$ cat src/rtl/instruction_prefetch_queue.sv
// Instruction prefetch queue: issues fetch requests ahead of decode, buffers in-order
// responses in a DEPTH-entry FIFO and squashes stale work on redirect. Optional macro: IFQ_BYPASS_EN.
module instruction_prefetch_queue #(
    parameter int DATA_W   = 32,
    parameter int ADDR_W   = 32,
    parameter int DEPTH    = 4,
    parameter int PC_INC   = 4,
    parameter int RESET_PC = 0
) (
    input  logic                     i_Clk,
    input  logic                     i_Rst_n,
    input  logic                     i_Enable,
    input  logic                     i_Redirect,
    input  logic [ADDR_W-1:0]        i_RedirectPc,
    output logic                     o_MemReq,
    output logic [ADDR_W-1:0]        o_MemAddr,
    input  logic                     i_MemGnt,
    input  logic                     i_MemValid,
    input  logic [DATA_W-1:0]        i_MemData,
    output logic                     o_InstValid,
    output logic [DATA_W-1:0]        o_Instruction,
    output logic [ADDR_W-1:0]        o_ProgramCounter,
    input  logic                     i_InstReady,
    output logic [$clog2(DEPTH):0]   o_Level,
    output logic [1:0]               o_DbgState
);
    localparam int PTR_W = $clog2(DEPTH);
    localparam int CNT_W = PTR_W + 1;
    localparam logic [ADDR_W-1:0] INC = ADDR_W'(PC_INC);
    localparam logic [ADDR_W-1:0] PC0 = ADDR_W'(RESET_PC);

    // Memory side: o_MemReq/o_MemAddr hold a request, a transfer happens on any cycle with
    // o_MemReq & i_MemGnt. Decode side: a transfer happens on any cycle with o_InstValid & i_InstReady.
    typedef enum logic [1:0] {IDLE = 2'd0, RUN = 2'd1, DRAIN = 2'd2} state_t;

    state_t              r_State;
    state_t              w_StateNext;
    logic [ADDR_W-1:0]   r_FetchPc;
    logic [ADDR_W-1:0]   r_RespPc;
    logic [CNT_W-1:0]    r_Outstanding;
    logic [CNT_W-1:0]    r_Drop;
    logic [CNT_W-1:0]    r_Count;
    logic [PTR_W-1:0]    r_WrPtr;
    logic [PTR_W-1:0]    r_RdPtr;
    logic                r_MemReq;
    logic [DATA_W-1:0]   r_FifoData [DEPTH];
    logic [ADDR_W-1:0]   r_FifoPc   [DEPTH];

    logic                w_Grant;
    logic                w_Resp;
    logic                w_RespKeep;
    logic                w_HeadValid;
    logic                w_Push;
    logic                w_Pop;
    logic                w_ReqNext;
    logic [CNT_W-1:0]    w_OutNext;
    logic [CNT_W-1:0]    w_DropNext;
    logic [CNT_W-1:0]    w_CountNext;

    assign w_Grant     = r_MemReq & i_MemGnt;
    // A response is only meaningful while something is in flight.
    assign w_Resp      = i_MemValid & (r_Outstanding != '0);
    assign w_RespKeep  = w_Resp & (r_Drop == '0) & ~i_Redirect;
    assign w_HeadValid = (r_Count != '0);
    assign w_Pop       = w_HeadValid & i_InstReady;

`ifdef IFQ_BYPASS_EN
    logic w_Bypass;
    assign w_Bypass         = w_RespKeep & ~w_HeadValid;
    assign w_Push           = w_RespKeep & ~(w_Bypass & i_InstReady);
    assign o_InstValid      = w_HeadValid | w_Bypass;
    assign o_Instruction    = w_HeadValid ? r_FifoData[r_RdPtr] : (w_Bypass ? i_MemData : '0);
    assign o_ProgramCounter = w_HeadValid ? r_FifoPc[r_RdPtr]   : (w_Bypass ? r_RespPc  : '0);
`else
    assign w_Push           = w_RespKeep;
    assign o_InstValid      = w_HeadValid;
    assign o_Instruction    = w_HeadValid ? r_FifoData[r_RdPtr] : '0;
    assign o_ProgramCounter = w_HeadValid ? r_FifoPc[r_RdPtr]   : '0;
`endif

    always_comb begin
        w_OutNext = r_Outstanding;
        if (w_Grant && !w_Resp)
            w_OutNext = r_Outstanding + CNT_W'(1);
        else if (!w_Grant && w_Resp)
            w_OutNext = r_Outstanding - CNT_W'(1);
    end

    always_comb begin
        w_CountNext = r_Count;
        if (i_Redirect)
            w_CountNext = '0;
        else if (w_Push && !w_Pop)
            w_CountNext = r_Count + CNT_W'(1);
        else if (!w_Push && w_Pop)
            w_CountNext = r_Count - CNT_W'(1);
    end

    // On redirect every request still in flight afterwards belongs to the old stream.
    always_comb begin
        w_DropNext = r_Drop;
        if (i_Redirect)
            w_DropNext = w_OutNext;
        else if (w_Resp && (r_Drop != '0))
            w_DropNext = r_Drop - CNT_W'(1);
    end

    always_comb begin
        w_StateNext = r_State;
        unique case (r_State)
            IDLE:    if (i_Enable) w_StateNext = RUN;
            RUN:     if (!i_Enable) w_StateNext = DRAIN;
            DRAIN: begin
                if (i_Enable)
                    w_StateNext = RUN;
                else if (r_Outstanding == '0)
                    w_StateNext = IDLE;
            end
            default: w_StateNext = IDLE;
        endcase
    end

    // Registered request: reserve a queue slot for every request in flight.
    assign w_ReqNext = (w_StateNext == RUN) &&
                       (({1'b0, w_CountNext} + {1'b0, w_OutNext}) < (CNT_W + 1)'(DEPTH));

    always_ff @(posedge i_Clk or negedge i_Rst_n) begin
        if (!i_Rst_n) begin
            r_State       <= IDLE;
            r_MemReq      <= 1'b0;
            r_FetchPc     <= PC0;
            r_RespPc      <= PC0;
            r_Outstanding <= '0;
            r_Drop        <= '0;
            r_Count       <= '0;
            r_WrPtr       <= '0;
            r_RdPtr       <= '0;
        end else begin
            r_State       <= w_StateNext;
            r_MemReq      <= w_ReqNext;
            r_Outstanding <= w_OutNext;
            r_Drop        <= w_DropNext;
            r_Count       <= w_CountNext;
            if (i_Redirect) begin
                r_FetchPc <= i_RedirectPc;
                r_RespPc  <= i_RedirectPc;
                r_WrPtr   <= '0;
                r_RdPtr   <= '0;
            end else begin
                if (w_Grant)    r_FetchPc <= r_FetchPc + INC;
                if (w_RespKeep) r_RespPc  <= r_RespPc + INC;
                if (w_Push)     r_WrPtr   <= r_WrPtr + PTR_W'(1);
                if (w_Pop)      r_RdPtr   <= r_RdPtr + PTR_W'(1);
            end
        end
    end

    always_ff @(posedge i_Clk) begin
        if (w_Push) begin
            r_FifoData[r_WrPtr] <= i_MemData;
            r_FifoPc[r_WrPtr]   <= r_RespPc;
        end
    end

    assign o_MemReq   = r_MemReq;
    assign o_MemAddr  = r_FetchPc;
    assign o_Level    = r_Count;
    assign o_DbgState = r_State;

endmodule
$ cat config.mk
export PLATFORM = sky130hd
export DESIGN_NAME = instruction_prefetch_queue
export DESIGN_NICKNAME = d
export VERILOG_FILES = /design/src/rtl/instruction_prefetch_queue.sv
export SDC_FILE = /design/constraint.sdc
export NUM_CORES = 1
export LEC_CHECK = 0
export ABC_AREA = 1
export BUFFER_PORTS_ARGS = -buffer_cell sky130_fd_sc_hd__buf_2
export CORE_ASPECT_RATIO = 2
export CORE_MARGIN = 3
export CORE_UTILIZATION = 48
export DETAILED_ROUTE_END_ITERATION = 7
export GPL_ROUTABILITY_DRIVEN = 0
export PLACE_DENSITY_LB_ADDON = 0.2
export SYNTH_ARGS = -nofsm -noshare
export SYNTH_HDL_FRONTEND = slang
export SYNTH_SLANG_ARGS = --single-unit
$ cat constraint.sdc
create_clock -name i_Clk -period 4.64 [get_ports i_Clk]
set_input_delay 0.928 -clock i_Clk [delete_from_list [all_inputs] [get_ports i_Clk]]
set_output_delay 0.928 -clock i_Clk [all_outputs]
set_load 0.05 [all_outputs]
==> summary.txt <==
Routing
  – Post-route ant nets: 0
  – Vias per cell: ~5.4
  – Drt wl/cell: 18.4 um
  – Drt total wl: 39.7 mm
  – Pre-antenna DRT Iters: 5
  – Via Count: 11.6k
  – 1st-iter DRT viols: about 800
  – DRC Markers: 0

Placed design
  – Port bufs: between 150 and 200
  – Placed Cells incl. Taps: roughly 2.1k
  – DP HPWL: 26.3 mm

Synth
  – Syn avg cell area: about 9.8 um^2
  – Register area share after synthesis: 0.635
  – Number of synthesized flops with an enable pin: 256
  – YS warnings: 0
  – Top-count cell post-synth: nor2_1
  – Async set-reset flop share out of synthesis: 0.238
  – Post-synth top area share: 0.504
  – Post-synthesis cell area: 0.0153 mm^2
  – Post-synth top flop: edfxtp_1
  – Top cell type by total area after synthesis: edfxtp_1
  – Gate Count Post-Synth: 1555
  – Post-synth top cells: nor2_1, nand2_1, edfxtp_1, o21ai_0, a21oi_1
  – Synthesized netlist net count: 1642
  – Area contributors post-synth: edfxtp_1, dfrtp_1, nor2_1, nand2_1, o21ai_0
  – Library cells used by synthesis: 38
  – FF+latch count, synth: between 300 and 400

Floorplan
  – Core Rows: 91
  – Die height: approximately 260 um
  – Total die area: 0.0341 mm^2
  – Horiz. Die Dim: 132 um
  – Ports: between 150 and 200
  – Core ar.: 0.0311 mm^2
  – Initial Util: 0.491

Cells and area
  – Layout Cells excl Fill: 2153
  – Final net count: around 1.8k
  – P&R area growth vs syn: 15.3%
  – Share of cells above drive strength 1: 0.167
  – Layout fillers: 2756

Setup path
  – CP required: 3.71 ns
  – Endpoint type of the worst setup path: output pin
  – Critical Path AT: ~2.7 ns
  – Critical path type: flop to output pin
  – Crit Path Max Fanout: 40
  – Worst setup SP type: flop

Power
  – Power per Cell Area: 587 mW/mm^2
  – Total power: 10.3 mW
  – Pleak: between 7 and 8 nW
  – Max VDD drop: ~350 uV

CTS
  – Clock latency on the worst-skew pair: 0.55 ns
  – Post-CTS setup buffers: 0
  – Total CTS buffers: 29
  – Number of clock sinks: 336
  – Post-CTS Resized: 0
  – CTS root buf: clkbuf_16
  – Clock Tree Buf Depth: 3
  – Reg clk slew, reported paths: 0.07 ns
  – Post-CTS Hold Buffers: 0
  – # H-tree levels: 1
  – TritonCTS clock tree: done

Global route
  – Initial antenna violation count: 1
  – Met2 usage: 0.430
  – Largest net degree at the start of global routing: 69
  – GR peak layer: met2
  – Overall global routing resource usage: 0.227
  – Vias in the first global route: 11.5k
  – First-pass GRT wire length: slightly above 60 mm
  – Met1 usage: 0.246
  – Routing usage on met3: 0.0238
  – Total grt overflow: 0

Timing
  – Final setup fails: 0
  – Max Transition Viols Final: 0
  – FMAX: 0.278 GHz
  – Period minus WS final: 3.60 ns
  – Rel. slew slack: 0.343
  – Period utilization: 0.776
  – Setup TNS: 0 ns
  – Final hold viol count: 0
  – RSZ-0062 raised after global routing: false
  – Clock skew: roughly 0.011 ns
  – Slew @ Worst Pin: 0.985 ns

Status
  – Outcome: complete, no violations

Worst hold path
  – HP Class: input port to async pin

Run
  – MaxCap Viol Count: 0
-- registers in the layout, indices dropped and copies added (netlist names) --
register and flops:
r_FifoData 128, r_FifoPc 128, o_MemAddr 32, r_RespPc 32, o_Level 3, r_Drop 3, r_Outstanding 3, o_DbgState 2
r_RdPtr 2, r_WrPtr 2, o_MemReq 1
-- worst max-delay path, stage by stage (launching register included) --
cell	delay, ns
dfrtp_4	0.52
inv_2	0.48
buf_4	0.45
o21ai_0	0.15
a21oi_1	0.21
buf_2	0.30
-- kinds of logic (layout without fill, tap and decap cells) --
group / count (synthesis) / count (layout) / synth area share
and+or+nand+nor: 754 / 754 / 0.207
xor gates and xnor gates: 18 / 18 / 0.0103
other: 0 / 1 / 0
AOI/OAI and AO/OA: 275 / 275 / 0.0937
adders and majority gates: 16 / 16 / 0.0131
buffers and inverters: 156 / 335 / 0.0413
DFF: 336 / 336 / 0.635
-- per-layer routing --
layer  part of all wire  vias up  wire length, um
met3              0.041       88             1620
met4              0.050        0             1990
met1               0.36     5626            14500
met5                  0        -                0
li1                   -     5551                -
met2               0.54      304            21600
-- cell usage in the layout (no fill, tap or decap), drive strengths merged --
cell type    n
clkinvlp     1
o211a        1
nand2      296
a31oi        3
bufinv       5
nor3        15
o221ai       2
edfxtp     256
inv         90
o21a         1
nand4        6
nand3b       8
clkbuf      41
nand3       66
and3         1
nor4b        1
o21bai       3
xor2        15
diode        1
clkinv       6
a21oi       87
nor2       359
dfrtp       80
buf        192
o21ai      167
ha          16
or2          2
xnor2        3
o211ai      11
-- worst paths after layout --
path | start | to | slack (ns) | cells past startpoint
max in group asynchronous | i_Rst_n | o_MemReq | 3.32 | 2
setup / recovery | r_RdPtr[0] | o_Instruction[7] | 1.04 | 5
hold / removal | i_Rst_n | o_MemAddr[26] | 0.47 | 1
min in group i_Clk | o_MemAddr[0] | o_MemAddr[0] | 0.49 | 2
setup reg to reg | r_Outstanding[0] | r_FifoPc[3][23] | 1.75 | 9
hold reg to reg | o_MemAddr[0] | o_MemAddr[0] | 0.49 | 2
-- metrics by stage --
step / hold WS, ns / setup slack, ns / utilization / area (um^2)
2_1_floorplan: 0.476 / 0.147 / - / 15300
3_3_place_gp: 0.481 / 1.64 / 0.533 / 16600
3_5_place_dp: 0.473 / 1.60 / 0.533 / 16600
4_1_cts: 0.489 / 0.996 / 0.566 / 17600
5_1_grt: 0.505 / 0.885 / 0.566 / 17600
6_report: 0.468 / 1.04 / 0.566 / 17600
-- cell type report --
class / count / area [um^2] / area share
Antenna cell: 1 / 2.50 / 0.000142
Clock buffer: 41 / 852 / 0.0484
Clock inverter: 12 / 193 / 0.0109
Inverter: 90 / 338 / 0.0192
Multi-Input combinational cell: 1063 / 4980 / 0.283
Sequential cell: 336 / 9690 / 0.551
Tap cell: 418 / 523 / 0.0297
Timing Repair Buffer: 192 / 1020 / 0.0581
-- report_power, final --
part | switching (mW) | internal [mW]
sequential | 0.254 | 3.50
combinational | 3.09 | 0.860
clock | 1.07 | 1.56
total | 4.41 | 5.91
Power figures use the tool's default switching activity.
